`config.mk`:
```
export PLATFORM = sky130hd
export DESIGN_NAME = memory_bus_initiator_flat
export DESIGN_NICKNAME = d
export VERILOG_FILES = /design/src/rtl/memory_bus_initiator_pkg.sv /design/src/rtl/memory_bus_initiator_if.sv /design/src/rtl/memory_bus_initiator_timer.sv /design/src/rtl/memory_bus_initiator.sv /design/src/flat_wrapper.sv
export SDC_FILE = /design/constraint.sdc
export NUM_CORES = 1
export LEC_CHECK = 0
export CAP_MARGIN = 20
export CORE_MARGIN = 2
export CORE_UTILIZATION = 48
export CTS_CLUSTER_DIAMETER = 30
export DETAILED_ROUTE_END_ITERATION = 7
export PLACE_DENSITY = 0.93
export SYNTH_ARGS = -nofsm -noshare
export SYNTH_HDL_FRONTEND = slang
export SYNTH_SLANG_ARGS = --single-unit
```
`constraint.sdc`:
```
create_clock -name clk -period 3.4 [get_ports clk]
set_input_delay 0.34 -clock clk [delete_from_list [all_inputs] [get_ports clk]]
set_output_delay 0.34 -clock clk [all_outputs]
set_load 0.05 [all_outputs]
```
`src/rtl/memory_bus_initiator_pkg.sv`:
```
// rtl/memory_bus_initiator_pkg.sv - shared types and constants for the memory bus initiator
package memory_bus_initiator_pkg;

    localparam int DEFAULT_MEM_BYTES = 65536;
    localparam int DEFAULT_ADDR_W    = 32;
    localparam int PAYLOAD_W         = 64;
    localparam int STRAY_W           = 16;

    // Packet kinds understood by the DRAM responder.
    typedef enum logic {
        bus_read_data  = 1'b0,
        bus_write_data = 1'b1
    } bus_packet_type_t;

    typedef logic [PAYLOAD_W-1:0]      bus_packet_payload_t;
    typedef logic [DEFAULT_ADDR_W-1:0] phys_memory_address_t;

    typedef enum logic [1:0] {
        ST_IDLE      = 2'd0,
        ST_SEND      = 2'd1,
        ST_WAIT_RESP = 2'd2,
        ST_RESPOND   = 2'd3
    } init_state_t;

    // Increment that sticks at all-ones instead of wrapping.
    function automatic logic [STRAY_W-1:0] sat_inc(input logic [STRAY_W-1:0] v);
        return (v == {STRAY_W{1'b1}}) ? v : v + 1'b1;
    endfunction

endpackage

```
`src/rtl/memory_bus_initiator_if.sv`:
```
// rtl/memory_bus_initiator_if.sv - core-side and bus-side handshake bundle of the initiator
interface memory_bus_initiator_if #(
    parameter int SRC_W  = 4,
    parameter int ADDR_W = 32
);
    import memory_bus_initiator_pkg::*;

    // Core request / completion
    logic                cpu_req_valid;
    logic                cpu_req_ready;
    logic                cpu_req_write;
    logic [ADDR_W-1:0]   cpu_req_addr;
    bus_packet_payload_t cpu_req_wdata;
    logic                cpu_rsp_valid;
    bus_packet_payload_t cpu_rsp_rdata;
    logic                cpu_rsp_error;

    // Bus request toward the responder
    logic                bus_req_valid;
    logic                bus_req_accept;
    bus_packet_type_t    bus_req_type;
    logic [ADDR_W-1:0]   bus_req_address;
    bus_packet_payload_t bus_req_payload;
    logic [SRC_W-1:0]    bus_req_source;

    // Bus read response
    logic                bus_rsp_valid;
    bus_packet_payload_t bus_rsp_payload;
    logic [SRC_W-1:0]    bus_rsp_dest;

    // The initiator itself
    modport master (
        input  cpu_req_valid, cpu_req_write, cpu_req_addr, cpu_req_wdata,
        output cpu_req_ready, cpu_rsp_valid, cpu_rsp_rdata, cpu_rsp_error,
        output bus_req_valid, bus_req_type, bus_req_address, bus_req_payload, bus_req_source,
        input  bus_req_accept,
        input  bus_rsp_valid, bus_rsp_payload, bus_rsp_dest
    );

    // The environment around it (core plus responder)
    modport slave (
        output cpu_req_valid, cpu_req_write, cpu_req_addr, cpu_req_wdata,
        input  cpu_req_ready, cpu_rsp_valid, cpu_rsp_rdata, cpu_rsp_error,
        input  bus_req_valid, bus_req_type, bus_req_address, bus_req_payload, bus_req_source,
        output bus_req_accept,
        output bus_rsp_valid, bus_rsp_payload, bus_rsp_dest
    );

endinterface

```
`src/rtl/memory_bus_initiator_timer.sv`:
```
// rtl/memory_bus_initiator_timer.sv - read-response timeout counter
module bus_timeout_timer #(
    parameter int TIMEOUT_CYCLES = 1024
) (
    input  logic clk,
    input  logic rst_n,
    input  logic clear,
    input  logic enable,
    output logic expired
);

    localparam int CNT_W = (TIMEOUT_CYCLES > 1) ? $clog2(TIMEOUT_CYCLES) : 1;
    localparam logic [CNT_W-1:0] LAST = CNT_W'(TIMEOUT_CYCLES - 1);

    logic [CNT_W-1:0] count_q;
    logic [CNT_W-1:0] count_d;

    // Count enabled cycles, holding at the last value so it cannot wrap into a false restart.
    always_comb begin
        count_d = count_q;
        if (clear) begin
            count_d = '0;
        end else if (enable && (count_q != LAST)) begin
            count_d = count_q + 1'b1;
        end
    end

    // Expiry is the final enabled cycle of the window, so the caller sees it in the same cycle.
    assign expired = enable && (count_q == LAST);

    // Counter register.
    always_ff @(posedge clk or negedge rst_n) begin
        if (!rst_n) begin
            count_q <= '0;
        end else begin
            count_q <= count_d;
        end
    end

endmodule

```
`src/rtl/memory_bus_initiator.sv`:
```
// rtl/memory_bus_initiator.sv - single-outstanding load/store initiator for the memory bus
module memory_bus_initiator
    import memory_bus_initiator_pkg::*;
#(
    parameter int MY_ID          = 0,
    parameter int SRC_W          = 4,
    parameter int ADDR_W         = 32,
    parameter int MEM_BYTES      = DEFAULT_MEM_BYTES,
    parameter int TIMEOUT_CYCLES = 1024
) (
    input  logic                clk,
    input  logic                rst_n,
    memory_bus_initiator_if.master bus_if,
    output logic [STRAY_W-1:0]  stray_count
);

    // Highest address whose 8-byte access still fits in the responder.
    localparam logic [ADDR_W-1:0] MAX_ADDR = ADDR_W'(MEM_BYTES - 8);
    localparam logic [SRC_W-1:0]  ID       = SRC_W'(MY_ID);

    init_state_t         state_q, state_d;
    bus_packet_type_t    type_q, type_d;
    logic [ADDR_W-1:0]   addr_q, addr_d;
    bus_packet_payload_t wdata_q, wdata_d;
    bus_packet_payload_t rdata_q, rdata_d;
    logic                error_q, error_d;
    logic [STRAY_W-1:0]  stray_count_q, stray_count_d;
    logic                alive_q, alive_d;

    logic rsp_match;
    logic timer_clear;
    logic timer_enable;
    logic timer_expired;

    assign rsp_match    = bus_if.bus_rsp_valid && (bus_if.bus_rsp_dest == ID);
    assign timer_clear  = (state_q != ST_WAIT_RESP);
    assign timer_enable = (state_q == ST_WAIT_RESP);

    bus_timeout_timer #(
        .TIMEOUT_CYCLES(TIMEOUT_CYCLES)
    ) u_timer (
        .clk     (clk),
        .rst_n   (rst_n),
        .clear   (timer_clear),
        .enable  (timer_enable),
        .expired (timer_expired)
    );

    // Next-state and datapath capture for the transaction FSM, plus the stray-response counter.
    always_comb begin
        state_d       = state_q;
        type_d        = type_q;
        addr_d        = addr_q;
        wdata_d       = wdata_q;
        rdata_d       = rdata_q;
        error_d       = error_q;
        stray_count_d = stray_count_q;
        alive_d       = 1'b1;

        unique case (state_q)
            ST_IDLE: begin
                if (bus_if.cpu_req_valid && alive_q) begin
                    type_d  = bus_if.cpu_req_write ? bus_write_data : bus_read_data;
                    addr_d  = bus_if.cpu_req_addr;
                    wdata_d = bus_if.cpu_req_write ? bus_if.cpu_req_wdata : '0;
                    rdata_d = '0;
                    if (bus_if.cpu_req_addr > MAX_ADDR) begin
                        // Rejected locally; the responder never sees it.
                        error_d = 1'b1;
                        state_d = ST_RESPOND;
                    end else begin
                        error_d = 1'b0;
                        state_d = ST_SEND;
                    end
                end
            end
            ST_SEND: begin
                if (bus_if.bus_req_accept) begin
                    state_d = (type_q == bus_write_data) ? ST_RESPOND : ST_WAIT_RESP;
                end
            end
            ST_WAIT_RESP: begin
                // A response arriving on the expiry cycle still counts as a success.
                if (rsp_match) begin
                    rdata_d = bus_if.bus_rsp_payload;
                    error_d = 1'b0;
                    state_d = ST_RESPOND;
                end else if (timer_expired) begin
                    rdata_d = '0;
                    error_d = 1'b1;
                    state_d = ST_RESPOND;
                end
            end
            ST_RESPOND: begin
                state_d = ST_IDLE;
            end
            default: begin
                state_d = ST_IDLE;
            end
        endcase

        // Our responses outside the wait window (including late ones after a timeout) are dropped.
        if (rsp_match && (state_q != ST_WAIT_RESP)) begin
            stray_count_d = sat_inc(stray_count_q);
        end
    end

    // State and captured transaction registers; reset abandons any request in flight.
    always_ff @(posedge clk or negedge rst_n) begin
        if (!rst_n) begin
            state_q       <= ST_IDLE;
            type_q        <= bus_read_data;
            addr_q        <= '0;
            wdata_q       <= '0;
            rdata_q       <= '0;
            error_q       <= 1'b0;
            stray_count_q <= '0;
            alive_q       <= 1'b0;
        end else begin
            state_q       <= state_d;
            type_q        <= type_d;
            addr_q        <= addr_d;
            wdata_q       <= wdata_d;
            rdata_q       <= rdata_d;
            error_q       <= error_d;
            stray_count_q <= stray_count_d;
            alive_q       <= alive_d;
        end
    end

    // alive_q keeps ready low during reset and lets it rise on the first cycle after release.
    assign bus_if.cpu_req_ready   = alive_q && (state_q == ST_IDLE);
    assign bus_if.cpu_rsp_valid   = (state_q == ST_RESPOND);
    assign bus_if.cpu_rsp_rdata   = (state_q == ST_RESPOND) ? rdata_q : '0;
    assign bus_if.cpu_rsp_error   = (state_q == ST_RESPOND) && error_q;

    // Request fields are only presented while the request is pending, and hold steady until accepted.
    assign bus_if.bus_req_valid   = (state_q == ST_SEND);
    assign bus_if.bus_req_type    = (state_q == ST_SEND) ? type_q : bus_read_data;
    assign bus_if.bus_req_address = (state_q == ST_SEND) ? addr_q : '0;
    assign bus_if.bus_req_payload = (state_q == ST_SEND) ? wdata_q : '0;
    assign bus_if.bus_req_source  = ID;

    assign stray_count = stray_count_q;

endmodule

```
`src/flat_wrapper.sv`:
```
// flat-port wrapper written by rule: the top's interface ports become plain ports
module memory_bus_initiator_flat import memory_bus_initiator_pkg::*;
#(
    parameter int MY_ID          = 0,
    parameter int SRC_W          = 4,
    parameter int ADDR_W         = 32,
    parameter int MEM_BYTES      = DEFAULT_MEM_BYTES,
    parameter int TIMEOUT_CYCLES = 1024
)
  (clk, rst_n, stray_count, bus_if_cpu_req_valid, bus_if_cpu_req_write, bus_if_cpu_req_addr, bus_if_cpu_req_wdata, bus_if_cpu_req_ready, bus_if_cpu_rsp_valid, bus_if_cpu_rsp_rdata, bus_if_cpu_rsp_error, bus_if_bus_req_valid, bus_if_bus_req_type, bus_if_bus_req_address, bus_if_bus_req_payload, bus_if_bus_req_source, bus_if_bus_req_accept, bus_if_bus_rsp_valid, bus_if_bus_rsp_payload, bus_if_bus_rsp_dest);
  memory_bus_initiator_if #(.SRC_W(SRC_W), .ADDR_W(ADDR_W)) bus_if_i ();
  input  logic clk;
  input  logic rst_n;
  output logic [STRAY_W-1:0] stray_count;
  input wire logic [$bits(bus_if_i.cpu_req_valid)-1:0] bus_if_cpu_req_valid;
  input wire logic [$bits(bus_if_i.cpu_req_write)-1:0] bus_if_cpu_req_write;
  input wire logic [$bits(bus_if_i.cpu_req_addr)-1:0] bus_if_cpu_req_addr;
  input wire logic [$bits(bus_if_i.cpu_req_wdata)-1:0] bus_if_cpu_req_wdata;
  output wire logic [$bits(bus_if_i.cpu_req_ready)-1:0] bus_if_cpu_req_ready;
  output wire logic [$bits(bus_if_i.cpu_rsp_valid)-1:0] bus_if_cpu_rsp_valid;
  output wire logic [$bits(bus_if_i.cpu_rsp_rdata)-1:0] bus_if_cpu_rsp_rdata;
  output wire logic [$bits(bus_if_i.cpu_rsp_error)-1:0] bus_if_cpu_rsp_error;
  output wire logic [$bits(bus_if_i.bus_req_valid)-1:0] bus_if_bus_req_valid;
  output wire logic [$bits(bus_if_i.bus_req_type)-1:0] bus_if_bus_req_type;
  output wire logic [$bits(bus_if_i.bus_req_address)-1:0] bus_if_bus_req_address;
  output wire logic [$bits(bus_if_i.bus_req_payload)-1:0] bus_if_bus_req_payload;
  output wire logic [$bits(bus_if_i.bus_req_source)-1:0] bus_if_bus_req_source;
  input wire logic [$bits(bus_if_i.bus_req_accept)-1:0] bus_if_bus_req_accept;
  input wire logic [$bits(bus_if_i.bus_rsp_valid)-1:0] bus_if_bus_rsp_valid;
  input wire logic [$bits(bus_if_i.bus_rsp_payload)-1:0] bus_if_bus_rsp_payload;
  input wire logic [$bits(bus_if_i.bus_rsp_dest)-1:0] bus_if_bus_rsp_dest;
  assign bus_if_i.cpu_req_valid = bus_if_cpu_req_valid;
  assign bus_if_i.cpu_req_write = bus_if_cpu_req_write;
  assign bus_if_i.cpu_req_addr = bus_if_cpu_req_addr;
  assign bus_if_i.cpu_req_wdata = bus_if_cpu_req_wdata;
  assign bus_if_cpu_req_ready = bus_if_i.cpu_req_ready;
  assign bus_if_cpu_rsp_valid = bus_if_i.cpu_rsp_valid;
  assign bus_if_cpu_rsp_rdata = bus_if_i.cpu_rsp_rdata;
  assign bus_if_cpu_rsp_error = bus_if_i.cpu_rsp_error;
  assign bus_if_bus_req_valid = bus_if_i.bus_req_valid;
  assign bus_if_bus_req_type = bus_if_i.bus_req_type;
  assign bus_if_bus_req_address = bus_if_i.bus_req_address;
  assign bus_if_bus_req_payload = bus_if_i.bus_req_payload;
  assign bus_if_bus_req_source = bus_if_i.bus_req_source;
  assign bus_if_i.bus_req_accept = bus_if_bus_req_accept;
  assign bus_if_i.bus_rsp_valid = bus_if_bus_rsp_valid;
  assign bus_if_i.bus_rsp_payload = bus_if_bus_rsp_payload;
  assign bus_if_i.bus_rsp_dest = bus_if_bus_rsp_dest;
  memory_bus_initiator #(.MY_ID(MY_ID), .SRC_W(SRC_W), .ADDR_W(ADDR_W), .MEM_BYTES(MEM_BYTES), .TIMEOUT_CYCLES(TIMEOUT_CYCLES)) u_core (.clk(clk), .rst_n(rst_n), .bus_if(bus_if_i), .stray_count(stray_count));
endmodule
```
==> results.env <==
SYNTH_FLOP_CELL='sky130_fd_sc_hd__dfrtp_1'
FP-ROW-COUNT=51
MAX_FREQ_MHz=323
CP.REQUIRED_NS=3.06
ANTENNA_LEFT=0
ACCUMULATED_NEGATIVE_SETUP_SLACK_NS=0
WL_PER_CELL_MICRONS=16.1
FINAL.PERIOD_UTILIZATION_PCT=91.0
SYNTH_TOP_CELL_AREA_SHARE_PCT=50.4
CLOCK_TREE_FROM_TRITONCTS='done'
MIN_PATH_TYPE='in2reg'
GPL.FINAL_WEIGHTED_CONGESTION=0.831
DIEAREA_SQ_UM=20900
EFFECTIVE_UTILIZATION_AT_FLOORPLAN_PCT=48.9
POSTROUTEWIRELENGTH_MM=25.5
I_O_PIN_TOTAL=355
DRCVIOLATIONCOUNT=0
CRITICAL_PATH.MAX_FANOUT=32
POST_ROUTE_SETUP_SLACK_NS=0.306
PLACEDCELLCOUNT=1544
DRTITER0DRC=262
POST-SYNTH-TOP-AREA-CELL='sky130_fd_sc_hd__dfrtp_1'
CAP_VIOLATIONS=0
END_KIND='output pin'
AREA.GROWTH.SYNTH_TO_FINAL_PCT=44.7
REPORT.FINAL.SETUP_VIOL=0
SYNTHESIS.AREA_PER_INSTANCE_SQ_UM=9.71
WORST_SETUP_HOLD_PATH_CLK_SLEW_NS=0.08
GRT_FIRST_PASS_WIRELENGTH_MM=40.0
MOSTFREQUENTLAYOUTCELLS='sky130_fd_sc_hd__clkdlybuf4s50_1, sky130_fd_sc_hd__nand2_1, sky130_fd_sc_hd__dfrtp_1'
GRT_ANTENNA_BEFORE_REPAIR=0
CLOCK_SINKS=191
DRT_FIRST_PASS_ITERS=5
SYNTH.FF_LATCH_COUNT=191
DP.FINAL_HPWL_MM=18.6
FP.COREAREA_SQ_UM=19400
ASYNC_FLOP_SHARE_PCT=100
DIE_H_MICRONS=145
GRT_SETUP_UNREPAIRED='false'
KIND_OF_CRITICAL_PATH='reg2out'
OUTCOME='finished, final reports clean'
FIN_WORST_SKEW_NS=0.0113
CTS_BUFFER_DEPTH=2
POST-CTS-SETUP-BUFFER-COUNT=0
HOLD_VIOL=0
CRIT_PATH_START_KIND='flop'
FIRST_GLOBAL_VIAS=8028
FINAL_PERIOD_MINUS_WORST_SETUP_SLACK_NS=3.09
STATIC_LEAK_nW=5.81
DPL_WORST_SLACK_NS=0.756
CLK-INSERTION-DELAY-LATE_NS=0.42
VIA_COUNT=7913
GR-TOTAL-OVERFLOW=0
GR-USAGE-ALL-LAYERS_PCT=24.4
YS.WARNINGS.COUNT=0
CTS-HOLD-FIX-BUFFERS=1
ROUTED_VIA_DENSITY=5.01
RELSLEWSLACK_PCT=39.8
FINAL-INSTANCE-COUNT-EXCL-FILL=1578
SYNTH_EDF_COUNT=0
H-TREE-DEPTH=4
SYNTH.TOP_CELLS.BY_AREA='sky130_fd_sc_hd__dfrtp_1, sky130_fd_sc_hd__and2_1, sky130_fd_sc_hd__nand2_1'
YS_TYPES=50
SYNTH_SEQUENTIAL_AREA_RATIO_PCT=50.4
SYNTH.CELL_AREA_SQ_UM=9480
CTS_INSERTED_BUFFERS=17
FINISH.NET_COUNT=1476
POWER.IR.VDD_WORST_uV=483
LAYOUT-DRIVE-GT1-SHARE_PCT=7.31
POWERDENSITY_nW_PER_UM2=694
CHIPWIDTH_MICRONS=145
POST_CTS_RESIZE_COUNT=0
ANTENNA-DIODE-COUNT=0
CELL_CHOSEN_FOR_THE_CLOCK_ROOT='sky130_fd_sc_hd__clkbuf_16'
WORSTMARGINPINSLEW_NS=0.898
CP_DATA_ARRIVAL_TIME_NS=2.75
MAXIMUM_NUMBER_OF_PINS_ON_ONE_NET_BEFORE_GLOBAL_ROUTE_REPAIR=162
MOSTFREQUENTLAYOUTCELL='sky130_fd_sc_hd__clkdlybuf4s50_1'
PORTBUFFERS=350
SYN-INSTANCE-COUNT=976
SLEW_VIOLATIONS=0
==> worst max-delay path, stage by stage, from the launching register on <==
cell and delay (ns):
sky130_fd_sc_hd__dfrtp_1 0.42, sky130_fd_sc_hd__ha_2 0.56, sky130_fd_sc_hd__buf_4 0.35, sky130_fd_sc_hd__and2_1 0.18
sky130_fd_sc_hd__clkdlybuf4s50_1 0.82
==> metal layers <==
layer	GRT usage, %	up-vias	share of wire (%)
met5	0	-	0
met4	8.58	0	2.5
met3	7.45	44	8.3
met2	41.9	301	49
met1	29.1	3776	41
li1	-	3792	-
==> per-stage QoR <==
| step | power, W | utilization (%) | hold slack [ns] | cell area, sq um |
|---|---|---|---|---|
| final | 0.00951 | 70.7 | 0.247 | 13700 |
| after global routing | 0.00998 | 70.7 | 0.252 | 13700 |
| after CTS | 0.00958 | 70.6 | 0.441 | 13700 |
| after detailed placement | 0.00753 | 67.5 | 0.411 | 13100 |
| after global placement | 0.00742 | 67.5 | 0.402 | 13100 |
| after floorplan | 0.00615 | - | 0.0444 | 9490 |
==> sequential cells by signal, indices dropped and copies added (netlist names) <==
| register | cells |
|---|---|
| u_core.rdata_q | 64 |
| u_core.wdata_q | 64 |
| u_core.addr_q | 32 |
| u_core.stray_count | 16 |
| u_core.u_timer.count_q | 10 |
| u_core.state_q | 2 |
| u_core.alive_q | 1 |
| u_core.error_q | 1 |
| u_core.type_q | 1 |
==> cell usage after synthesis, types with 8 or more instances <==
library cell,count
sky130_fd_sc_hd__nor4_1,8
sky130_fd_sc_hd__mux2_2,35
sky130_fd_sc_hd__and2_1,163
sky130_fd_sc_hd__nand4_1,8
sky130_fd_sc_hd__nand2_1,204
sky130_fd_sc_hd__a211oi_1,8
sky130_fd_sc_hd__nand3_1,14
sky130_fd_sc_hd__clkbuf_1,40
sky130_fd_sc_hd__dfrtp_1,191
sky130_fd_sc_hd__inv_1,72
sky130_fd_sc_hd__o21ai_0,70
sky130_fd_sc_hd__mux2i_1,64
sky130_fd_sc_hd__xor2_1,16
==> where the power goes <==
part | internal (W) | switching (W) | leakage (nW)
clock network | 0.00105 | 0.000974 | 0.291
registers | 0.00288 | 0.000363 | 2.53
logic | 0.00163 | 0.00262 | 2.98
total | 0.00556 | 0.00395 | 5.81
==> layout make-up <==
type / instances / area [sq um]
Clock inverter: 15 / 168
Inverter: 73 / 274
Clock buffer: 17 / 425
Timing Repair Buffer: 365 / 3690
Fill cell: 1418 / 5680
Tap cell: 265 / 332
Sequential cell: 191 / 4780
Multi-Input combinational cell: 652 / 4050
==> final timing paths <==
| kind | startpoint | cells past startpoint | end | slack, ns |
|---|---|---|---|---|
| min in group asynchronous | rst_n | 2 | u_core.rdata_q[14] | 0.48 |
| min | bus_if_cpu_req_write | 3 | u_core.wdata_q[7] | 0.25 |
| min reg2reg | u_core.wdata_q[34] | 2 | u_core.wdata_q[34] | 0.48 |
| max in group asynchronous | rst_n | 3 | u_core.addr_q[26] | 1.99 |
| max | u_core.state_q[1] | 4 | bus_if_cpu_rsp_rdata[27] | 0.31 |
| max reg2reg | u_core.state_q[0] | 7 | u_core.rdata_q[20] | 0.79 |
==> cell families (layout without fill, tap and decap cells) <==
family | Yosys count | count (layout) | synth area share (%)
AO/OA/AOI/OAI | 104 | 104 | 6.72
AND/OR/NAND/NOR | 422 | 422 | 22.4
flip-flops | 191 | 191 | 50.4
XOR/XNOR | 16 | 16 | 1.48
multiplexers | 99 | 99 | 10.9
buffers and inverters | 136 | 470 | 7.17
other | 2 | 5 | 0.0792
adder cells (fa/ha/maj) | 6 | 6 | 0.792
No activity file was read; power rests on OpenSTA's default activity.
